$ cat src/rtl/ram_burst_ctrl.sv
// ============================================================================
//  Module   : ram_burst_ctrl
//  Function : Burst sequencer for a single-port synchronous RAM. It turns
//             read/write burst commands into consecutive RAM accesses, with a
//             2-entry skid FIFO on the read path.
//  Option   : RAM_BURST_CSUM_EN adds a running checksum output (csum)
//  Revision : 1.0 - initial release
// ============================================================================
`default_nettype none

module ram_burst_ctrl #(
    parameter int DATA_WDTH = 32,
    parameter int ADDR_WDTH = 11
) (
    input  logic                 clk,
    input  logic                 rst,
    input  logic                 cmd_valid,
    output logic                 cmd_ready,
    input  logic                 cmd_dir,
    input  logic [ADDR_WDTH-1:0] cmd_addr,
    input  logic [ADDR_WDTH:0]   cmd_len,
    input  logic                 wr_valid,
    output logic                 wr_ready,
    input  logic [DATA_WDTH-1:0] wr_data,
    output logic                 rd_valid,
    input  logic                 rd_ready,
    output logic [DATA_WDTH-1:0] rd_data,
    output logic                 busy,
    output logic                 done,
    output logic                 ram_we,
    output logic [ADDR_WDTH-1:0] ram_addr,
    output logic [DATA_WDTH-1:0] ram_din,
    input  logic [DATA_WDTH-1:0] ram_dout
`ifdef RAM_BURST_CSUM_EN
    ,
    output logic [DATA_WDTH-1:0] csum
`endif
);

    localparam int                   c_len_w    = ADDR_WDTH + 1;
    localparam logic [ADDR_WDTH-1:0] c_addr_one = 1;
    localparam logic [c_len_w-1:0]   c_len_one  = 1;

    typedef enum logic [1:0] {
        S_IDLE  = 2'd0,
        S_WRITE = 2'd1,
        S_READ  = 2'd2,
        S_DONE  = 2'd3
    } state_t;

    state_t                 r_state;
    state_t                 w_state_nxt;
    logic [ADDR_WDTH-1:0]   r_addr;
    logic [c_len_w-1:0]     r_rem_issue;
    logic [c_len_w-1:0]     r_rem_deliver;
    logic                   r_inflight;
    logic [DATA_WDTH-1:0]   r_fifo [2];
    logic                   r_rd_ptr;
    logic                   r_wr_ptr;
    logic [1:0]             r_count;

    logic                   w_accept;
    logic                   w_wr_hs;
    logic                   w_pop;
    logic                   w_push;
    logic                   w_issue;
    logic [2:0]             w_occ;

    assign w_accept = cmd_valid && (r_state == S_IDLE);
    assign w_wr_hs  = wr_valid && (r_state == S_WRITE);
    assign w_pop    = (r_count != 2'd0) && rd_ready;
    assign w_push   = r_inflight;
    // Slots committed after this edge: buffered + the word still in the RAM.
    assign w_occ    = {1'b0, r_count} + {2'b00, r_inflight} - {2'b00, w_pop};
    assign w_issue  = (r_state == S_READ) && (r_rem_issue != '0) && (w_occ < 3'd2);

    always_ff @(posedge clk) begin
        if (rst) begin
            r_state <= S_IDLE;
        end else begin
            r_state <= w_state_nxt;
        end
    end

    always_comb begin
        w_state_nxt = r_state;
        cmd_ready   = 1'b0;
        wr_ready    = 1'b0;
        busy        = 1'b1;
        done        = 1'b0;
        ram_din     = '0;
        case (r_state)
            S_IDLE: begin
                cmd_ready = 1'b1;
                busy      = 1'b0;
                if (w_accept) begin
                    if (cmd_len == '0) begin
                        w_state_nxt = S_DONE;
                    end else if (cmd_dir) begin
                        w_state_nxt = S_WRITE;
                    end else begin
                        w_state_nxt = S_READ;
                    end
                end
            end
            S_WRITE: begin
                wr_ready = 1'b1;
                ram_din  = wr_data;
                if (w_wr_hs && (r_rem_issue == c_len_one)) begin
                    w_state_nxt = S_DONE;
                end
            end
            S_READ: begin
                if (w_pop && (r_rem_deliver == c_len_one)) begin
                    w_state_nxt = S_DONE;
                end
            end
            S_DONE: begin
                done        = 1'b1;
                w_state_nxt = S_IDLE;
            end
            default: begin
                w_state_nxt = S_IDLE;
            end
        endcase
    end

    // Gating with rst keeps an aborted write burst from landing one more word.
    assign ram_we   = w_wr_hs && !rst;
    assign ram_addr = r_addr;
    assign rd_valid = (r_count != 2'd0);
    assign rd_data  = r_fifo[r_rd_ptr];

    always_ff @(posedge clk) begin
        if (rst) begin
            r_addr        <= '0;
            r_rem_issue   <= '0;
            r_rem_deliver <= '0;
            r_inflight    <= 1'b0;
            r_fifo[0]     <= '0;
            r_fifo[1]     <= '0;
            r_rd_ptr      <= 1'b0;
            r_wr_ptr      <= 1'b0;
            r_count       <= 2'd0;
        end else begin
            if (w_accept) begin
                r_addr        <= cmd_addr;
                r_rem_issue   <= cmd_len;
                r_rem_deliver <= cmd_len;
            end else if (w_wr_hs || w_issue) begin
                r_addr      <= r_addr + c_addr_one;
                r_rem_issue <= r_rem_issue - c_len_one;
            end
            if (!w_accept && w_pop) begin
                r_rem_deliver <= r_rem_deliver - c_len_one;
            end
            r_inflight <= w_issue;
            if (w_push) begin
                r_fifo[r_wr_ptr] <= ram_dout;
                r_wr_ptr         <= ~r_wr_ptr;
            end
            if (w_pop) begin
                r_rd_ptr <= ~r_rd_ptr;
            end
            r_count <= r_count + {1'b0, w_push} - {1'b0, w_pop};
        end
    end

`ifdef RAM_BURST_CSUM_EN
    logic [DATA_WDTH-1:0] r_csum;

    always_ff @(posedge clk) begin
        if (rst) begin
            r_csum <= '0;
        end else if (w_accept) begin
            r_csum <= '0;
        end else if (w_wr_hs) begin
            r_csum <= r_csum + wr_data;
        end else if (w_pop) begin
            r_csum <= r_csum + rd_data;
        end
    end

    assign csum = r_csum;
`endif

endmodule

`default_nettype wire

$ cat config.mk
export PLATFORM = sky130hd
export DESIGN_NAME = ram_burst_ctrl
export DESIGN_NICKNAME = d
export VERILOG_FILES = /design/src/rtl/ram_burst_ctrl.sv
export SDC_FILE = /design/constraint.sdc
export NUM_CORES = 1
export LEC_CHECK = 0
export CAP_MARGIN = 20
export CORE_MARGIN = 2
export CORE_UTILIZATION = 47
export CTS_CLUSTER_DIAMETER = 30
export DETAILED_ROUTE_END_ITERATION = 10
export PLACE_DENSITY = 0.87
export SLEW_MARGIN = 10
export SYNTH_ARGS = -nofsm -noshare
export SYNTH_HDL_FRONTEND = slang
export SYNTH_SLANG_ARGS = --single-unit
$ cat constraint.sdc
create_clock -name clk -period 4.1 [get_ports clk]
set_input_delay 1.23 -clock clk [delete_from_list [all_inputs] [get_ports clk]]
set_output_delay 1.23 -clock clk [all_outputs]
set_load 0.005 [all_outputs]
* After elaboration in Yosys (flattened, before gate mapping)
Memories as Yosys holds them, arrays and structs flattened. A register that Yosys moved wholly into a read port is not among the register bits. Index checks and enable logic that the tools add are counted. Widths: inputs -> output; s select.
Word-level totals: output and inout bits 81, register bits 42, memories kept 1, word-level logic and storage cells 74, input port bits 93, RAM bits 64
Operators by class: bitwise logic cells 2, add/sub/neg operators 7, order comparisons 1, muxes and demuxes 27, eq/ne operators 8, reduce and logical (&&, ||, !) cells 20
Memory list:
- r_fifo | words 2, width 32, rd ports 1, clocked after memory_dff 1, wr ports 2, line 57 | logic [DATA_WDTH-1:0] r_fifo [2];
Operators with widths (number):
- $mux 32 | 2
- $mux 12 | 4
- $reduce_or 32->1 | 1
- $eq 12x1->1 const B | 2
- $sub 12x1->12 const B | 2
- $mux 11 | 2
- $mux 1 | 13
- $logic_not 12->1 | 1
- $reduce_bool 12->1 | 1
- $add 11x1->11 const B | 1
- $mux 2 | 5
- $logic_and 1x1->1 | 9
- $pmux 2 s4 | 1
- $reduce_bool 2->1 | 3
- $eq 2x2->1 const B | 2
- $ne 2x1->1 const B | 2
- $add 2x1->3 | 1
- $lt 3x2->1 const B | 1
- $reduce_and 3->1 | 1
- $sub 3x1->3 | 1
- $add 2x1->2 | 1
- $eq 2x1->1 const B | 1
- $logic_not 1->1 | 2
- $logic_not 2->1 | 1
- 4 further kinds | 5

* Longest topological paths before layout
depth in word-level cells 8, mapped depth 12, depth with buffers taken out 10

* Worst setup path after synthesis
No wires, ideal clock.
kind input to register, start point in rd_ready, end point reg r_addr[7], in the netlist ram_addr[7], required time 4009 ps, arrival 3588 ps, path slack 421 ps, setup time 91 ps, stages 11, path buffers 1, path through o21a_1 -> buf_2 -> ha_1 -> inv_1 -> ha_1 -> fa_1 -> nand2b_1 -> o21ai_2 -> nand2_2 -> or4_1 -> a311oi_1
On the way: longest elaborated chain between the ends 6
RTL lines:
- from (decl) | line 26 | input logic rd_ready,
- $logic_and 1x1->1 | line 71 | assign w_pop = (r_count != 2'd0) && rd_ready;
- named net w_pop | line 64 | logic w_pop;
- $sub 3x1->3 | line 74 | assign w_occ = {1'b0, r_count} + {2'b00, r_inflight} - {2'b00, w_pop};
- named net w_occ[1] | line 67 | logic [2:0] w_occ;
- $lt 3x2->1 | line 75 | assign w_issue = (r_state == S_READ) && (r_rem_issue != '0) && (w_occ < 3'd2);
- $logic_and 1x1->1 | line 75
- $logic_or 1x1->1 | line 150 | end else if (w_wr_hs || w_issue) begin
- $reduce_bool 2->1 (no line)
- to (signal assigned) | line 147 | r_addr <= cmd_addr;
- to (signal assigned) | line 151 | r_addr <= r_addr + c_addr_one;
- to (decl) | line 53 | logic [ADDR_WDTH-1:0] r_addr;
The timed path passes the listed nets, and every way through them passes these cells. A chain may end at the register's enable or synchronous reset.

* Worst setup path in the final report
start point in rd_ready, end point reg r_addr[8], in the netlist ram_addr[8]
On the way: longest elaborated chain between the ends 6
RTL lines (line):
- $logic_and 1x1->1 | 71
- $sub 3x1->3 | 74
- named net w_occ[1] | 67
- $lt 3x2->1 | 75
- $logic_and 1x1->1 | 75
- $logic_or 1x1->1 | 150
- $reduce_bool 2->1 (no line)
The timed path passes the listed nets, and every way through them passes these cells.

==> run summary <==
status = completed
final RePlAce weighted congestion = 0.857
share of the synthesized area in the top cell type = 36.0%
Hold Path Class = flop to flop
Area growth syn-to-layout = 41.9%
Synth cell types = 50
drt first pass iters = 5
register bit total from synthesis = 107
Final Cycle Share = 95.0%
vias per inst = 5.37
Syn Nets = 592
max-slew violation count = 0
Worst path slowest cell = clkdlybuf4s50_1
crit-path leading delay family = adder cells
Most used DFF post-synth = edfxtp_1
met2 wire length = 6.58 mm
EDFF count, synth = 64
M1 WL = 5.47 mm
cts bufs inserted = 9
clock sinks = 107
final WL = 13.3 mm
RSZ-0062 raised after global routing = false
FFs w/ async S/R, synth = 0%
remaining antenna violation count = 0
die width = 111 um
Iter 0 DRT Violations = 272
largest cells by area after synthesis = edfxtp_1 (36%), dfxtp_1 (16%), and2_1 (11%), mux2_2 (7.0%), ha_1 (2.8%)
worst-case clock skew = 5.10 ps
Period minus WS final = 3900 ps
H-tree levels = 3
initial core utilization = 48.8%
Rel. slew slack = 47.5%
Syn Area/Cell = 11.0 um^2
cell mode on critical path = ha_1
Clk Tree Root Cell = clkbuf_16
Worst EP required = 4350 ps
clk_lat worst skew = 340 ps
Yosys Warn Count = 0
vias in the first global route = 4,402
DRC = 0
critical path capture point type = flop
Cells after Synth = 486
Setup Fix Bufs, Post-CTS = 0
ANT cells = 0
synthesized area = 5330 um^2
Max Fclk = 0.257 GHz
met3 wire len = 1.11 mm
Die H = 111 um
Non-Filler Instances = 802
Post-CTS Hold Fix Bufs = 0
Final Util = 69.2%
buffers added on ports = 173
Worst path max stage delay = 450 ps
CTS max path bufs = 2
total congestion overflow = 0
FP Rows = 38
Reg-to-Reg Start = r_count[1]
slew at the pin closest to its max-slew limit = 788 ps
Top Ports = 174
Hold Crit Start = r_state[0]
Worst Setup SP = rd_ready
initial antenna violation count = 0
first-pass GRT wire length = 21.3 mm
startpoint type of the worst setup path = input pin
crit path kind = input pin to flop
share of layout cells above drive strength 1 = 10.7%
Clk pin slew, worst setup/hold paths = 70 ps
Worst VDD drop = 0.365 mV
WP buf/inv = 3
Total GRT Usage = 21.6%
die area = 12,200 um^2
Max-cap violations = 0
Setup Viol. Count Final = 0
CTS resizes = 0
final number of hold-violating endpoints = 0
Yosys top cell by area = edfxtp_1
CP Max Fanout = 8
Avg WL per Cell = 16.6 um
vias = 4,304
dpl hpwl = 9.70 mm
DR top layer = met4
critical path arrival = 4140 ps
Placed Cells incl. Taps = 786
Final #Nets = 763
CTS tree = built
core area = 10,900 um^2
Static Leak = 2.81 nW
Pwr Density = 547 nW/um^2
crit-path cells = clkdlybuf4s50_1 -> o21a_1 -> ha_1 -> inv_1 -> ha_1 -> fa_1 -> nand2b_1 -> o21ai_2 -> buf_4 -> nand3_1 -> or3_1 -> a311oi_1
largest net degree at the start of global routing = 57
register area share after synthesis = 52.2%
## power by group
group,internal (W),switching [W],total (W)
logic,0.000911,0.000756,0.00167
registers,0.00137,0.000177,0.00155
clock network,0.000540,0.000388,0.000928
## cells in the final DEF, fill, tap and decap left out, types with 13 or more instances in the layout
| master | synthesis | layout |
|---|---|---|
| buf_4 | 0 | 13 |
| and2_1 | 97 | 97 |
| a21oi_1 | 15 | 15 |
| edfxtp_1 | 64 | 64 |
| xor2_1 | 15 | 15 |
| nand2_1 | 18 | 18 |
| nor2_1 | 26 | 26 |
| mux2_2 | 33 | 33 |
| clkdlybuf4s50_1 | 0 | 173 |
| dfxtp_1 | 43 | 43 |
## registers in the layout (all words and copies together) (netlist names), named ones only
name           count
r_count            2
ram_addr          11
r_state            2
r_fifo            64
r_rem_issue       12
r_rd_ptr           1
r_inflight         1
r_rem_deliver     12
r_wr_ptr           1
## cells by family (layout without fill, tap and decap cells)
group | after synthesis | count (layout) | share of synthesized area, %
buffers and inverters | 38 | 214 | 2.74
XOR/XNOR | 27 | 27 | 4.43
adder cells (fa/ha/maj) | 13 | 13 | 3.19
flip-flops | 107 | 107 | 52.2
AND/OR/NAND/NOR | 204 | 204 | 22.2
multiplexers | 35 | 35 | 7.34
AO/OA/AOI/OAI | 62 | 62 | 7.93
## tightest hold or removal path, delay by kind of cell, from the launching register on
family	cells	cell delay, ps
and+or+nand+nor	1	80
DFF	1	340
muxes	1	60
## final cells by class
cell class,count,area [um^2]
Tap cell,140,175
Inverter,12,45.0
Fill cell,789,3360
Multi-Input combinational cell,341,2410
Clock buffer,9,225
Timing Repair Buffer,186,1830
Sequential cell,107,2780
Clock inverter,7,98.8
## Yosys cell counts, types with 3 or more instances
master	count
buf_1	5
a31oi_1	6
o22ai_1	3
ha_1	12
o21bai_1	10
mux2_2	33
o21ai_0	4
xnor2_1	12
nand3_1	11
nand4_1	7
dfxtp_1	43
nor3_1	5
or3_1	3
xor2_1	15
nor4_1	6
edfxtp_1	64
a311oi_1	3
nand2_1	18
a21oi_1	15
a211oi_1	8
and2_1	97
inv_1	12
buf_2	3
nor2_1	26
nand2b_1	8
or4_1	4
clkbuf_1	18
o31ai_1	4
## metal layers
layer | vias to the layer above | track usage [%]
met3 | 16 | 4.56
met5 | - | 0
met2 | 208 | 37.3
met4 | 0 | 7.08
li1 | 2065 | -
met1 | 2015 | 26.9
## worst paths after layout
| check | to | slack, ps | cells past startpoint |
|---|---|---|---|
| worst max-delay path | ram_addr[8] | 200 | 12 |
| worst max register to register | ram_addr[8] | 1150 | 11 |
| worst min register to register | r_state[0] | 520 | 2 |
| worst min-delay path | r_state[0] | 520 | 2 |
## per-stage QoR
stage	cell area [um^2]	hold WS [ps]	TNS (ps)	total power, W	setup WS, ps
finish	7570	524	0	0.00414	205
CTS	7570	526	0	0.00416	234
global route	7570	541	0	0.00438	53.7
global placement	7250	488	0	0.00316	69.9
detailed placement	7250	492	-161	0.00323	-92.7
floorplan	5330	468	0	0.00245	421
No activity file was read; power rests on OpenSTA's default activity.
